### src/rtl/crc32_pkg.sv
// Shared CRC-32 constants, frame FSM states and keep decoding for the frame accumulator.
package crc32_pkg;

  localparam int unsigned CRC_W  = 32;
  localparam int unsigned BYTE_W = 8;
  localparam int unsigned KEEP_W = 4;

  localparam logic [CRC_W-1:0] CRC32_INIT      = 32'hFFFF_FFFF;
  localparam logic [CRC_W-1:0] CRC32_XOROUT    = 32'hFFFF_FFFF;
  localparam logic [CRC_W-1:0] CRC32_RESIDUE   = 32'hDEBB_20E3;
  localparam logic [CRC_W-1:0] CRC32_POLY_REFL = 32'hEDB8_8320;

  typedef enum logic [1:0] {
    ST_ACCUM = 2'd0,
    ST_TAIL  = 2'd1,
    ST_DONE  = 2'd2
  } state_e;

  // Byte count for contiguous low-aligned keep; 0 flags an illegal pattern.
  function automatic logic [2:0] keep_bytes(input logic [KEEP_W-1:0] keep);
    logic [2:0] n;
    case (keep)
      4'b0001: n = 3'd1;
      4'b0011: n = 3'd2;
      4'b0111: n = 3'd3;
      4'b1111: n = 3'd4;
      default: n = 3'd0;
    endcase
    return n;
  endfunction

endpackage

### src/rtl/crc32_byte_step.sv
// Combinational reflected CRC-32 step over a single byte (8 unrolled shift/XOR stages).
module crc32_byte_step
  import crc32_pkg::*;
(
  input  logic [CRC_W-1:0]  crc_i,
  input  logic [BYTE_W-1:0] data_i,
  output logic [CRC_W-1:0]  crc_o
);

  always_comb begin
    logic [CRC_W-1:0] v;
    v = crc_i ^ {24'd0, data_i};
    for (int i = 0; i < 8; i++) begin
      v = v[0] ? ((v >> 1) ^ CRC32_POLY_REFL) : (v >> 1);
    end
    crc_o = v;
  end

endmodule

### src/rtl/crc_calc.sv
// Combinational reflected CRC-32 step over one 32-bit word, byte 0 in bits [7:0] first.
module crc_calc
  import crc32_pkg::*;
(
  input  logic [CRC_W-1:0] crc_i,
  input  logic [CRC_W-1:0] data_i,
  output logic [CRC_W-1:0] crc_o
);

  always_comb begin
    logic [CRC_W-1:0] v;
    v = crc_i ^ data_i;
    for (int i = 0; i < 32; i++) begin
      v = v[0] ? ((v >> 1) ^ CRC32_POLY_REFL) : (v >> 1);
    end
    crc_o = v;
  end

endmodule

### src/rtl/crc32_frame_acc.sv
// Streaming CRC-32 frame accumulator: full words per cycle, 1-3 byte tail per byte,
// then a held FCS / residue verdict on a valid/ready result port.
module crc32_frame_acc
  import crc32_pkg::*;
#(
  parameter logic [31:0] INIT    = CRC32_INIT,
  parameter logic [31:0] XOROUT  = CRC32_XOROUT,
  parameter logic [31:0] RESIDUE = CRC32_RESIDUE
) (
  input  logic        clk_i,
  input  logic        rst_i,
  input  logic        s_valid_i,
  output logic        s_ready_o,
  input  logic [31:0] s_data_i,
  input  logic [3:0]  s_keep_i,
  input  logic        s_last_i,
  output logic        m_valid_o,
  input  logic        m_ready_i,
  output logic [31:0] m_crc_o,
  output logic        m_good_o,
  output logic        m_err_o
);

  state_e            r_state;
  state_e            w_state_nxt;
  logic [CRC_W-1:0]  r_crc;
  logic [CRC_W-1:0]  w_crc_nxt;
  logic              r_err;
  logic              w_err_nxt;
  logic [CRC_W-1:0]  r_tail_data;
  logic [1:0]        r_tail_cnt;
  logic [1:0]        r_byte_idx;
  logic              w_load_tail;
  logic              r_s_ready;
  logic              r_m_valid;
  logic [CRC_W-1:0]  r_m_crc;
  logic              r_m_good;
  logic              r_m_err;

  logic [2:0]        w_kb;
  logic              w_accept;
  logic              w_res_hs;
  logic [CRC_W-1:0]  w_crc_word;
  logic [CRC_W-1:0]  w_crc_byte;
  logic [BYTE_W-1:0] w_tail_byte;

  assign w_kb        = keep_bytes(s_keep_i);
  assign w_accept    = s_valid_i & r_s_ready & (r_state == ST_ACCUM);
  assign w_res_hs    = r_m_valid & m_ready_i;
  assign w_tail_byte = r_tail_data[{r_byte_idx, 3'b000} +: 8];

  crc_calc u_word_step (
    .crc_i  (r_crc),
    .data_i (s_data_i),
    .crc_o  (w_crc_word)
  );

  crc32_byte_step u_byte_step (
    .crc_i  (r_crc),
    .data_i (w_tail_byte),
    .crc_o  (w_crc_byte)
  );

  always_ff @(posedge clk_i) begin
    if (rst_i) r_state <= ST_ACCUM;
    else       r_state <= w_state_nxt;
  end

  // Next state plus the CRC/err values that the datapath commits this cycle.
  always_comb begin
    w_state_nxt = r_state;
    w_crc_nxt   = r_crc;
    w_err_nxt   = r_err;
    w_load_tail = 1'b0;
    case (r_state)
      ST_ACCUM: begin
        if (w_accept) begin
          if (w_kb == 3'd4) begin
            w_crc_nxt = w_crc_word;
            if (s_last_i) w_state_nxt = ST_DONE;
          end else if (s_last_i) begin
            if (w_kb != 3'd0) begin
              w_load_tail = 1'b1;
              w_state_nxt = ST_TAIL;
            end else begin
              w_err_nxt   = 1'b1;
              w_state_nxt = ST_DONE;
            end
          end else begin
            // Malformed mid-frame keep: still fold the whole word, but flag it.
            w_crc_nxt = w_crc_word;
            w_err_nxt = 1'b1;
          end
        end
      end
      ST_TAIL: begin
        w_crc_nxt = w_crc_byte;
        if (r_byte_idx == (r_tail_cnt - 2'd1)) w_state_nxt = ST_DONE;
      end
      ST_DONE: begin
        if (w_res_hs) begin
          w_state_nxt = ST_ACCUM;
          w_crc_nxt   = INIT;
          w_err_nxt   = 1'b0;
        end
      end
      default: w_state_nxt = ST_ACCUM;
    endcase
  end

  always_ff @(posedge clk_i) begin
    if (rst_i) begin
      r_crc       <= INIT;
      r_err       <= 1'b0;
      r_tail_data <= '0;
      r_tail_cnt  <= '0;
      r_byte_idx  <= '0;
      r_s_ready   <= 1'b0;
      r_m_valid   <= 1'b0;
      r_m_crc     <= '0;
      r_m_good    <= 1'b0;
      r_m_err     <= 1'b0;
    end else begin
      r_crc     <= w_crc_nxt;
      r_err     <= w_err_nxt;
      r_s_ready <= (w_state_nxt == ST_ACCUM);
      r_m_valid <= (w_state_nxt == ST_DONE);
      if (w_load_tail) begin
        r_tail_data <= s_data_i;
        r_tail_cnt  <= 2'(w_kb);
        r_byte_idx  <= '0;
      end else if (r_state == ST_TAIL) begin
        r_byte_idx <= r_byte_idx + 2'd1;
      end
      // Result registers capture the final register value on DONE entry only.
      if ((w_state_nxt == ST_DONE) && (r_state != ST_DONE)) begin
        r_m_crc  <= w_crc_nxt ^ XOROUT;
        r_m_good <= (w_crc_nxt == RESIDUE);
        r_m_err  <= w_err_nxt;
      end
    end
  end

  assign s_ready_o = r_s_ready;
  assign m_valid_o = r_m_valid;
  assign m_crc_o   = r_m_crc;
  assign m_good_o  = r_m_good;
  assign m_err_o   = r_m_err;

endmodule

### config.mk
export PLATFORM = sky130hd
export DESIGN_NAME = crc32_frame_acc
export DESIGN_NICKNAME = d
export VERILOG_FILES = /design/src/rtl/crc32_pkg.sv /design/src/rtl/crc32_byte_step.sv /design/src/rtl/crc_calc.sv /design/src/rtl/crc32_frame_acc.sv
export SDC_FILE = /design/constraint.sdc
export NUM_CORES = 1
export LEC_CHECK = 0
export CAP_MARGIN = 15
export CORE_UTILIZATION = 50
export CTS_CLUSTER_SIZE = 8
export DETAILED_ROUTE_END_ITERATION = 10
export GPL_ROUTABILITY_DRIVEN = 1
export HOLD_SLACK_MARGIN = 0.05
export PLACE_DENSITY = 0.77
export SYNTH_ARGS = -nofsm -noshare
export SYNTH_HDL_FRONTEND = slang
export SYNTH_HIERARCHICAL = 1
export SYNTH_SLANG_ARGS = --single-unit
### constraint.sdc
create_clock -name clk_i -period 6.19 [get_ports clk_i]
set_input_delay 0.619 -clock clk_i [delete_from_list [all_inputs] [get_ports clk_i]]
set_output_delay 0.619 -clock clk_i [all_outputs]
set_load 0.01 [all_outputs]
==> impl_metrics.env <==
export IMPL_critPathMaxFanout=6
export IMPL_antenna_found_initial=0
export IMPL_crit_path_start_kind="input port"
export IMPL_syn_area_per_cell_um2=9.96
export IMPL_start_util=0.513
export IMPL_diodes=0
export IMPL_insertion_delay_ps=360
export IMPL_finalCritPeriodShare=0.855
export IMPL_clockRootBuffer="clkbuf_16"
export IMPL_ys_warn_count=6
export IMPL_track_usage=0.299
export IMPL_slowest_delay_ps=580
export IMPL_final_common_cell="xnor2_1"
export IMPL_grt_pass1_wl_mm=42.8
export IMPL_dieArea_um2=19100
export IMPL_final_cell_mix="xnor2_1, nand2_1, dfxtp_1, a21oi_1, clkdlybuf4s50_1"
export IMPL_crit_required_ps=6490
export IMPL_synth_seq_cells=107
export IMPL_path_cells="clkdlybuf4s50_1 > xor2_1 > xnor3_2 > xnor3_1 > xnor2_2 > xnor3_2 > xnor3_1 > xnor2_1 > nand2b_1 > o21ai_0 > o22ai_1 > nor4_1 > nand4_1 > o21ai_1"
export IMPL_die_w_um=138
export IMPL_rows=49
export IMPL_drive_gt1_frac=0.108
export IMPL_min_period_ps=5290
export IMPL_fmax_mhz=189
export IMPL_syn_cell_area_um2=9290
export IMPL_cap_violations=0
export IMPL_drtAntennaViolNets=0
export IMPL_hold_viol_final=0
export IMPL_nNetsFinal=1025
export IMPL_cts_sinks=107
export IMPL_cts_tree="done"
export IMPL_timing_setup_tns_ps=0
export IMPL_synth_fp_nets=973
export IMPL_clock_path_buffers=2
export IMPL_port_buffers=76
export IMPL_cts_setup_buffers=0
export IMPL_holdCritPathClass="register to register"
export IMPL_drc=12
export IMPL_place_gp_congestion=0.998
export IMPL_rsz0062_at_grt="false"
export IMPL_crit_arrival_ps=5590
export IMPL_io_pins=77
export IMPL_grt_pass1_vias=6938
export IMPL_dieHeight_um=138
export IMPL_vias_per_cell=6.06
export IMPL_drt_total_wl_mm=28.4
export IMPL_postCtsHoldBufs=0
export IMPL_synth_cell_types=77
export IMPL_area_growth_pct=13.3
export IMPL_vias=7385
export IMPL_slowest_stage="xnor3_2"
export IMPL_multiInputGateArea_um2=6900
export IMPL_ys_seq_area_frac=0.231
export IMPL_n_fill_cell=1578
export IMPL_cp_top_family="XOR/XNOR gates"
export IMPL_relSlewSlack=0.374
export IMPL_wire_per_inst_um=23.3
export IMPL_setup_viol=0
export IMPL_cts_resized=0
export IMPL_dr_pass1_iters=8
export IMPL_cts_buffers=9
export IMPL_fin_skew_ps=12.8
export IMPL_cts_max_level=3
export IMPL_cp_num_buf_inv=1
export IMPL_worstSetupPathType="input port to register"
export IMPL_grt_overflow=0
export IMPL_coreArea_um2=18100
export IMPL_dp_hpwl_mm=21.6
export IMPL_synth_flop_cell="dfxtp_1"
export IMPL_cts_clk_slew_worst_paths_ps=80
export IMPL_outcome="finished, violations left"
export IMPL_async_flop_share=0
export IMPL_netlist_instances=932
export IMPL_synth_edf_count=0
export IMPL_slew_violations=0
export IMPL_failed_checks="design-rule violations"
export IMPL_grt_max_degree=81
export IMPL_cp_end_kind="register"
export IMPL_register_area_um2=2140
export IMPL_drt_iter0_markers=905
export IMPL_worst_pin_slew_ps=934
[metrics by stage]
stage,area (um2),cells,hold slack (ps),setup slack [ps],util
floorplan,9290,932,433,1930,-
global placement,10200,1201,438,564,0.564
detailed placement,10200,1201,448,584,0.564
CTS,10500,1217,458,934,0.580
global route,10500,1218,476,593,0.582
finish,10500,1218,455,899,0.582
[registers in the layout, summed over array words and instances, names as in the netlist, 2 cells and up]
name         cells
m_crc_o         32
r_crc           32
r_tail_data     32
r_byte_idx       2
r_state          2
r_tail_cnt       2
[cell families after synthesis]
logic type	count (synthesis)	share of synthesized area
muxes	14	0.0260
xor gates and xnor gates	330	0.466
AOI/OAI and AO/OA	172	0.124
buffers and inverters	56	0.0275
DFF	107	0.231
and+or+nand+nor	253	0.126
[tightest hold or removal path, stage by stage (launching register included)]
cell	delay, ps
dfxtp_1	310
nand2_1	50
a21oi_1	50
[cells in the mapped netlist (all sizes together) (4+ instances only)]
master / n / area, um2
and2: 5 / 33.8
xor3: 13 / 313
nand3: 13 / 65.1
nand2b: 13 / 81.3
nor3: 14 / 75.1
xnor2: 199 / 2020
o21ai: 25 / 136
buf: 24 / 135
a221o: 6 / 60.1
o21a: 6 / 45.0
inv: 9 / 33.8
clkbuf: 22 / 82.6
or2: 6 / 37.5
mux2i: 5 / 50.1
nand4: 4 / 40.0
a21oi: 79 / 414
mux4: 8 / 180
and3: 4 / 30.0
xor2: 57 / 597
nor2: 58 / 218
xnor3: 61 / 1400
a221oi: 7 / 61.3
a211oi: 14 / 110
dfxtp: 107 / 2140
nor4: 6 / 37.5
o22a: 4 / 35.0
o22ai: 5 / 31.3
nand2: 115 / 432
[metal layers]
| metal | wire length [um] | share of wire | vias to the layer above | GRT usage |
|---|---|---|---|---|
| met1 | 11700 | 0.41 | 3577 | 0.415 |
| met4 | 1110 | 0.039 | 0 | 0.118 |
| met3 | 2380 | 0.084 | 76 | 0.0405 |
| met2 | 13200 | 0.46 | 427 | 0.472 |
| met5 | 0 | 0 | - | 0 |
| li1 | - | - | 3305 | - |
[final cells by class]
type                            count  area share
Multi-Input combinational cell    769       0.655
Sequential cell                   107       0.204
Timing Repair Buffer               87      0.0813
Tap cell                          229      0.0272
Clock buffer                       11      0.0240
Clock inverter                      5     0.00511
Inverter                           10     0.00357
[final timing paths]
check	endpoint	from	slack [ps]	cells after the start
setup / recovery	m_good_o	s_data_i[3]	900	14
hold / removal	r_tail_data[3]	r_tail_data[3]	460	2
setup reg to reg	m_good_o	r_crc[3]	1110	13
hold reg to reg	r_tail_data[3]	r_tail_data[3]	460	2
Power is left out: the tool's default activity adds up to more than one toggle a clock period on the data nets, which glitch-free logic cannot reach.
